<file path="config.mk">
export PLATFORM = sky130hd
export DESIGN_NAME = sd_dat_rx_deserializer_flat
export DESIGN_NICKNAME = d
export VERILOG_FILES = /design/src/rtl/sd_dat_rx_deserializer_pkg.sv /design/src/rtl/sd_dat_rx_deserializer_if.sv /design/src/rtl/sd_crc16_serial.sv /design/src/rtl/sd_dat_rx_deserializer.sv /design/src/flat_wrapper.sv
export SDC_FILE = /design/constraint.sdc
export NUM_CORES = 1
export LEC_CHECK = 0
export ABC_AREA = 1
export BUFFER_PORTS_ARGS = -buffer_cell sky130_fd_sc_hd__buf_2
export CORE_ASPECT_RATIO = 0.7
export CORE_MARGIN = 4
export CORE_UTILIZATION = 45
export CTS_BUF_LIST = sky130_fd_sc_hd__clkbuf_16
export DETAILED_ROUTE_END_ITERATION = 12
export PLACE_DENSITY = 0.63
export SLEW_MARGIN = 20
export SYNTH_ARGS = -nofsm -noshare
export SYNTH_HDL_FRONTEND = slang
export SYNTH_SLANG_ARGS = --single-unit
</file>
<file path="constraint.sdc">
create_clock -name sd_clock -period 4.13 [get_ports sd_clock]
set_input_delay 0.2065 -clock sd_clock [delete_from_list [all_inputs] [get_ports sd_clock]]
set_output_delay 0.2065 -clock sd_clock [all_outputs]
set_load 0.01 [all_outputs]
</file>
<file path="src/rtl/sd_dat_rx_deserializer_pkg.sv">
// Shared definitions for the SD DAT0 receive path and its CRC16 engine.
//   state_t      : receive FSM states
//   CRC16_POLY   : CCITT polynomial x^16+x^12+x^5+1
//   CRC16_INIT   : CRC register reset/clear value
//   START_BIT / END_BIT : line levels framing a data block
package sd_dat_rx_deserializer_pkg;

  typedef enum logic [2:0] {
    IDLE,
    WAIT_START,
    DATA,
    CRC,
    END,
    DONE
  } state_t;

  localparam logic [15:0] CRC16_POLY = 16'h1021;
  localparam logic [15:0] CRC16_INIT = 16'h0000;

  localparam logic START_BIT = 1'b0;
  localparam logic END_BIT   = 1'b1;

endpackage

</file>
<file path="src/rtl/sd_dat_rx_deserializer_if.sv">
// Host/FIFO-side bundle of the DAT0 receive stage.
//   enable, dat_in, timeout_reg, fifo_full     : into the receiver
//   data_out, write_fifo                       : FIFO push
//   busy, block_done, *_error, overflow        : status to the controller
// slave = receiver side, master = controller/FIFO side.
interface sd_dat_rx_deserializer_if;
  logic        enable;
  logic        dat_in;
  logic [15:0] timeout_reg;
  logic        fifo_full;
  logic [31:0] data_out;
  logic        write_fifo;
  logic        busy;
  logic        block_done;
  logic        crc_error;
  logic        end_error;
  logic        timeout_error;
  logic        overflow;

  modport slave (
    input  enable, dat_in, timeout_reg, fifo_full,
    output data_out, write_fifo, busy, block_done,
           crc_error, end_error, timeout_error, overflow
  );

  modport master (
    output enable, dat_in, timeout_reg, fifo_full,
    input  data_out, write_fifo, busy, block_done,
           crc_error, end_error, timeout_error, overflow
  );
endinterface

</file>
<file path="src/rtl/sd_crc16_serial.sv">
// Bit-serial CRC16-CCITT, MSB-first. Shared by the DAT receive and transmit paths.
//   sd_clock, reset : clock, async active-high reset
//   clear           : synchronous reload to the init value
//   bit_valid       : advance the CRC with bit_in this cycle
//   crc             : current CRC register
module sd_crc16_serial
  import sd_dat_rx_deserializer_pkg::*;
(
  input  logic        sd_clock,
  input  logic        reset,
  input  logic        clear,
  input  logic        bit_valid,
  input  logic        bit_in,
  output logic [15:0] crc
);

  logic feedback;
  assign feedback = crc[15] ^ bit_in;

  always_ff @(posedge sd_clock or posedge reset) begin
    if (reset) begin
      crc <= CRC16_INIT;
    end else if (clear) begin
      crc <= CRC16_INIT;
    end else if (bit_valid) begin
      crc <= {crc[14:0], 1'b0} ^ (feedback ? CRC16_POLY : '0);
    end
  end

endmodule

</file>
<file path="src/rtl/sd_dat_rx_deserializer.sv">
// SD DAT0 receive deserializer: waits for a start bit, packs one block
// MSB-first into 32-bit FIFO words, then checks CRC16 and end bit.
//   sd_clock, reset : SD bit clock, async active-high reset
//   bus (slave)     : enable/dat_in/timeout_reg/fifo_full in;
//                     data_out/write_fifo push and status flags out
module sd_dat_rx_deserializer
  import sd_dat_rx_deserializer_pkg::*;
#(
  parameter int BLOCK_BYTES = 512,
  parameter int CNT_W       = 16
) (
  input  logic                     sd_clock,
  input  logic                     reset,
  sd_dat_rx_deserializer_if.slave  bus
);

  localparam int TOTAL_BITS = BLOCK_BYTES * 8;
  localparam int BIT_W      = $clog2(TOTAL_BITS);

  state_t            state;
  logic [BIT_W-1:0]  bit_cnt;
  logic [CNT_W-1:0]  wait_cnt;
  logic [CNT_W-1:0]  wait_nxt;
  logic [30:0]       shift;
  logic [15:0]       rx_crc;
  logic [15:0]       crc;
  logic              crc_clear;
  logic              crc_valid;

  assign crc_clear = (state == IDLE) && bus.enable;
  assign crc_valid = (state == DATA);
  assign wait_nxt  = wait_cnt + 1'b1;

  sd_crc16_serial u_crc (
    .sd_clock  (sd_clock),
    .reset     (reset),
    .clear     (crc_clear),
    .bit_valid (crc_valid),
    .bit_in    (bus.dat_in),
    .crc       (crc)
  );

  always_ff @(posedge sd_clock or posedge reset) begin
    if (reset) begin
      state             <= IDLE;
      bit_cnt           <= '0;
      wait_cnt          <= '0;
      shift             <= '0;
      rx_crc            <= '0;
      bus.data_out      <= '0;
      bus.write_fifo    <= 1'b0;
      bus.busy          <= 1'b0;
      bus.block_done    <= 1'b0;
      bus.crc_error     <= 1'b0;
      bus.end_error     <= 1'b0;
      bus.timeout_error <= 1'b0;
      bus.overflow      <= 1'b0;
    end else begin
      bus.write_fifo <= 1'b0;
      bus.block_done <= 1'b0;
      case (state)
        IDLE: begin
          if (bus.enable) begin
            state             <= WAIT_START;
            bus.busy          <= 1'b1;
            bit_cnt           <= '0;
            wait_cnt          <= '0;
            rx_crc            <= '0;
            bus.crc_error     <= 1'b0;
            bus.end_error     <= 1'b0;
            bus.timeout_error <= 1'b0;
            bus.overflow      <= 1'b0;
          end
        end
        WAIT_START: begin
          // Start bit takes priority over a coincident timeout.
          if (bus.dat_in == START_BIT) begin
            state   <= DATA;
            bit_cnt <= '0;
          end else begin
            wait_cnt <= wait_nxt;
            if ((bus.timeout_reg != '0) && (16'(wait_nxt) == bus.timeout_reg)) begin
              bus.timeout_error <= 1'b1;
              bus.block_done    <= 1'b1;
              bus.busy          <= 1'b0;
              state             <= IDLE;
            end
          end
        end
        DATA: begin
          shift <= {shift[29:0], bus.dat_in};
          // Completed word is copied into data_out so shifting never stalls.
          if (bit_cnt[4:0] == 5'd31) begin
            if (bus.fifo_full) begin
              bus.overflow <= 1'b1;
            end else begin
              bus.data_out   <= {shift, bus.dat_in};
              bus.write_fifo <= 1'b1;
            end
          end
          if (bit_cnt == BIT_W'(TOTAL_BITS - 1)) begin
            bit_cnt <= '0;
            state   <= CRC;
          end else begin
            bit_cnt <= bit_cnt + 1'b1;
          end
        end
        CRC: begin
          rx_crc <= {rx_crc[14:0], bus.dat_in};
          if (bit_cnt == BIT_W'(15)) begin
            bit_cnt <= '0;
            state   <= END;
          end else begin
            bit_cnt <= bit_cnt + 1'b1;
          end
        end
        END: begin
          if (bus.dat_in != END_BIT) bus.end_error <= 1'b1;
          if (rx_crc != crc)         bus.crc_error <= 1'b1;
          bus.block_done <= 1'b1;
          state          <= DONE;
        end
        DONE: begin
          bus.busy <= 1'b0;
          state    <= IDLE;
        end
        default: begin
          bus.busy <= 1'b0;
          state    <= IDLE;
        end
      endcase
    end
  end

endmodule

</file>
<file path="src/flat_wrapper.sv">
// flat-port wrapper written by rule: the top's interface ports become plain ports
module sd_dat_rx_deserializer_flat import sd_dat_rx_deserializer_pkg::*;
#(
  parameter int BLOCK_BYTES = 512,
  parameter int CNT_W       = 16
)
  (sd_clock, reset, bus_enable, bus_dat_in, bus_timeout_reg, bus_fifo_full, bus_data_out, bus_write_fifo, bus_busy, bus_block_done, bus_crc_error, bus_end_error, bus_timeout_error, bus_overflow);
  sd_dat_rx_deserializer_if bus_i ();
  input  logic sd_clock;
  input  logic reset;
  input wire logic [$bits(bus_i.enable)-1:0] bus_enable;
  input wire logic [$bits(bus_i.dat_in)-1:0] bus_dat_in;
  input wire logic [$bits(bus_i.timeout_reg)-1:0] bus_timeout_reg;
  input wire logic [$bits(bus_i.fifo_full)-1:0] bus_fifo_full;
  output wire logic [$bits(bus_i.data_out)-1:0] bus_data_out;
  output wire logic [$bits(bus_i.write_fifo)-1:0] bus_write_fifo;
  output wire logic [$bits(bus_i.busy)-1:0] bus_busy;
  output wire logic [$bits(bus_i.block_done)-1:0] bus_block_done;
  output wire logic [$bits(bus_i.crc_error)-1:0] bus_crc_error;
  output wire logic [$bits(bus_i.end_error)-1:0] bus_end_error;
  output wire logic [$bits(bus_i.timeout_error)-1:0] bus_timeout_error;
  output wire logic [$bits(bus_i.overflow)-1:0] bus_overflow;
  assign bus_i.enable = bus_enable;
  assign bus_i.dat_in = bus_dat_in;
  assign bus_i.timeout_reg = bus_timeout_reg;
  assign bus_i.fifo_full = bus_fifo_full;
  assign bus_data_out = bus_i.data_out;
  assign bus_write_fifo = bus_i.write_fifo;
  assign bus_busy = bus_i.busy;
  assign bus_block_done = bus_i.block_done;
  assign bus_crc_error = bus_i.crc_error;
  assign bus_end_error = bus_i.end_error;
  assign bus_timeout_error = bus_i.timeout_error;
  assign bus_overflow = bus_i.overflow;
  sd_dat_rx_deserializer #(.BLOCK_BYTES(BLOCK_BYTES), .CNT_W(CNT_W)) u_core (.sd_clock(sd_clock), .reset(reset), .bus(bus_i));
endmodule
</file>
==> metrics.cfg <==
[setup_path]
slowest_delay_ns=0.65
crit_chain=inv_1, nand3_1, nor2_1, inv_1, nand2_1, o21ai_0
arr_time_crit_path_ns=2.86
critPathMostFrequentCell=inv_1
worst-endpoint-required_ns=4.39
timing.setup.critical_path_class=flop to flop
cpLargestDelayFamily=simple AND/OR/NAND/NOR gates
worst_path_max_delay_cell=nor2_1
rrSetupSlack_ns=1.53
critical_path.max_fanout=14
start_kind=flop
worstPathBufferInverterCount=2
critPathCaptureType=flop

[synth]
ys_seq_elements=133
syn-num-nets=755
syn_inst=731
synth_seq_area_share=0.5389
synthesis.area_um2=6176
post_synth_top_area_share=0.5389
synth-edff-count=0
post_synthesis_async_set_or_reset_flop_share=1.000
synth_ff_type=dfrtp_1
synthesis.area_per_instance_um2=8.449
yosys.area.top_type=dfrtp_1
synth.top_cells.by_area=dfrtp_1 54%, nand2_1 10%, inv_1 7.0%
synth.yosys.warnings=0
synth_cell_types=37

[pwr]
internal-power_mw=3.059
switching_fraction=0.3811
vdd_ir_drop_max_mv=0.3578
power.density_cell_area_nw_per_um2=682.2
p_comb_frac=0.310
cellLeakagePower_nw=3.525
p_sw_mw=1.883
clkPwrFrac=0.294
p_seq_frac=0.396

[route]
firstDrtPassIters=5
detail_route.vias_per_cell=5.068
drtAntennaViolNets=0
remaining_drc_errors=0
detailedRoute.firstIterationViolations=319
wire_per_inst_um=13.83
vias=5022
drt_wl_total_um=13700

[job]
maxCapViolations=0

[cts]
clk_root_buffer_cell=clkbuf_16
tritoncts=built
clkSinkCount=133
tritoncts_buffer_count=17
max-clock-path-buffers=2
worst_setup_hold_path_clk_slew_ns=0.06
htree_levels=4
clock_latency_ns=0.41
post_cts.resized_instances=0
postCtsSetupBuffers=0

[finish]
area_growth_syn_to_layout_pct=17.32
drive_gt1_frac=0.1439
antenna_cells_inserted=0
design_area_um2=7246
finalNetCount=817
fin_util=0.5443

[timing]
max_freq_mhz=385.3
worst_pin_slew_ns=0.8208
final.setup_skew_ns=0.007450
setup_repair_after_global_routing_missed_its_margin=no
drv_slew=0
report.final.hold_viol_count=0
totalNegativeSetupSlack_ns=0
setup_viol_count_final=0
min_period_over_period=0.6284
layout_min_cycle_time_ns=2.595
max-slew-margin-rel=0.4507

[global_route]
gr-total-overflow=0
grt_pass1_vias=4840
grt_util_all_layers=0.1843
grt_max_degree=81
number_of_antenna_violations_at_the_first_check_in_global_routing=0
grt_pass1_wl_um=23390

[floorplanning]
floorplan.io_pins=60
dieWidth_um=148.0
die_area_um2=15690
start_util=0.4639
fp-row-count=35
design.core.area_um2=13310
fp.dieH_um=106.0

[place]
place.port_buffers=59
placement.cell_area_um2=6651
globalplace.congestion=0.8809
detailed_place_hpwl_um=9839

[outcome]
run_status=finished clean

[min_path]
hp-class=input port to flop

## stage by stage
step	setup WS, ns	total power [mW]	hold slack [ns]	cells
2_1_floorplan	0.3691	3.054	0.2846	731
3_3_place_gp	1.784	3.442	0.4065	957
3_5_place_dp	1.573	3.490	0.4092	957
4_1_cts	1.564	4.974	0.06129	990
5_1_grt	1.278	5.307	0.1029	991
6_report	1.535	4.943	0.08438	991
## cell usage in the layout, fill, tap and decap left out, types with 4 or more instances in the layout
cell,count
nor2_2,7
o21ai_0,83
nand4_1,13
nand2_2,5
buf_2,59
clkinv_1,4
a21oi_1,4
o21ai_1,4
o22ai_1,42
dfrtp_1,133
nand3_1,42
nor4_1,6
xor2_1,13
nor2_1,37
nand2_1,171
nor3_1,6
clkbuf_16,17
inv_1,114
inv_6,8
## final cells by class
type / count / area, µm²
Sequential cell: 133 / 3328
Timing Repair Buffer: 64 / 350.3
Inverter: 120 / 455.4
Clock inverter: 15 / 146.4
Clock buffer: 17 / 425.4
Fill cell: 1234 / 6067
Tap cell: 185 / 231.5
Multi-Input combinational cell: 457 / 2308
## power by group through the flow
| stage | Clock, mW | Sequential [mW] | Combinational (mW) |
|---|---|---|---|
| 3_3_place_gp | 0 | 1.96 | 1.48 |
| 6_report | 1.45 | 1.96 | 1.53 |
| 5_1_grt | 1.55 | 2.01 | 1.75 |
| 3_5_place_dp | 0 | 1.97 | 1.52 |
| 2_1_floorplan | 0 | 1.95 | 1.10 |
| 4_1_cts | 1.48 | 1.96 | 1.53 |
## Yosys cell counts (2+ instances only)
cell type,count
nor2_2,7
nand4_1,13
o22ai_1,42
nand3_1,42
nand2_1,172
ha_1,3
buf_2,4
nor3_2,2
inv_1,115
nor3_1,6
o21ai_1,4
nand2_2,4
clkinv_1,3
a21oi_1,4
inv_2,2
dfrtp_1,133
nor3b_1,3
nor2_1,37
clkbuf_1,14
xor2_1,13
nor2_4,3
xnor3_1,2
o21ai_0,83
nor4_1,6
buf_1,2
## final timing paths
path | start | endpoint | cells past startpoint
max in group asynchronous | reset | u_core.rx_crc[12] | 4
min in group asynchronous | reset | u_core.bus.data_out[5] | 3
worst min-delay path | bus_dat_in | u_core.bus.end_error | 2
worst min register to register | u_core.bus.timeout_error | u_core.bus.timeout_error | 2
worst max-delay path | u_core.state[2] | u_core.wait_cnt[0] | 6
worst max register to register | u_core.state[2] | u_core.wait_cnt[0] | 6
## logic make-up (layout without fill, tap and decap cells)
| logic type | Yosys count | count (layout) | synth area share |
|---|---|---|---|
| AOI/OAI and AO/OA | 140 | 140 | 0.1258 |
| xor gates and xnor gates | 16 | 16 | 0.02715 |
| adders and majority gates | 3 | 3 | 0.006078 |
| buffers and inverters | 141 | 216 | 0.08772 |
| DFF | 133 | 133 | 0.5389 |
| and+or+nand+nor | 298 | 298 | 0.2143 |
## timing repair
action | 4_1_cts | 5_1_grt
hold buffers | 1 | 1
endpoints found under the setup margin | 0 | 0
hold endpoints to repair | 1 | 32
## flip-flops by register name, indices dropped and copies added (netlist names)
signal	flops
u_core.bus.overflow	1
u_core.bus.busy	1
u_core.bus.timeout_error	1
u_core.bus.data_out	32
u_core.bus.write_fifo	1
u_core.state	3
u_core.wait_cnt	16
u_core.bus.block_done	1
u_core.bus.end_error	1
u_core.bus.crc_error	1
u_core.shift	31
u_core.u_crc.crc	16
u_core.rx_crc	16
u_core.bit_cnt	12
## metal layers
metal / up-vias / share of wire / global-route usage
met5: - / 0 / 0
met4: 0 / 0.0086 / 0.04680
met3: 15 / 0.056 / 0.04900
met2: 129 / 0.45 / 0.2712
met1: 2358 / 0.49 / 0.2717
li1: 2520 / - / -
No activity file was read; power rests on OpenSTA's default activity.
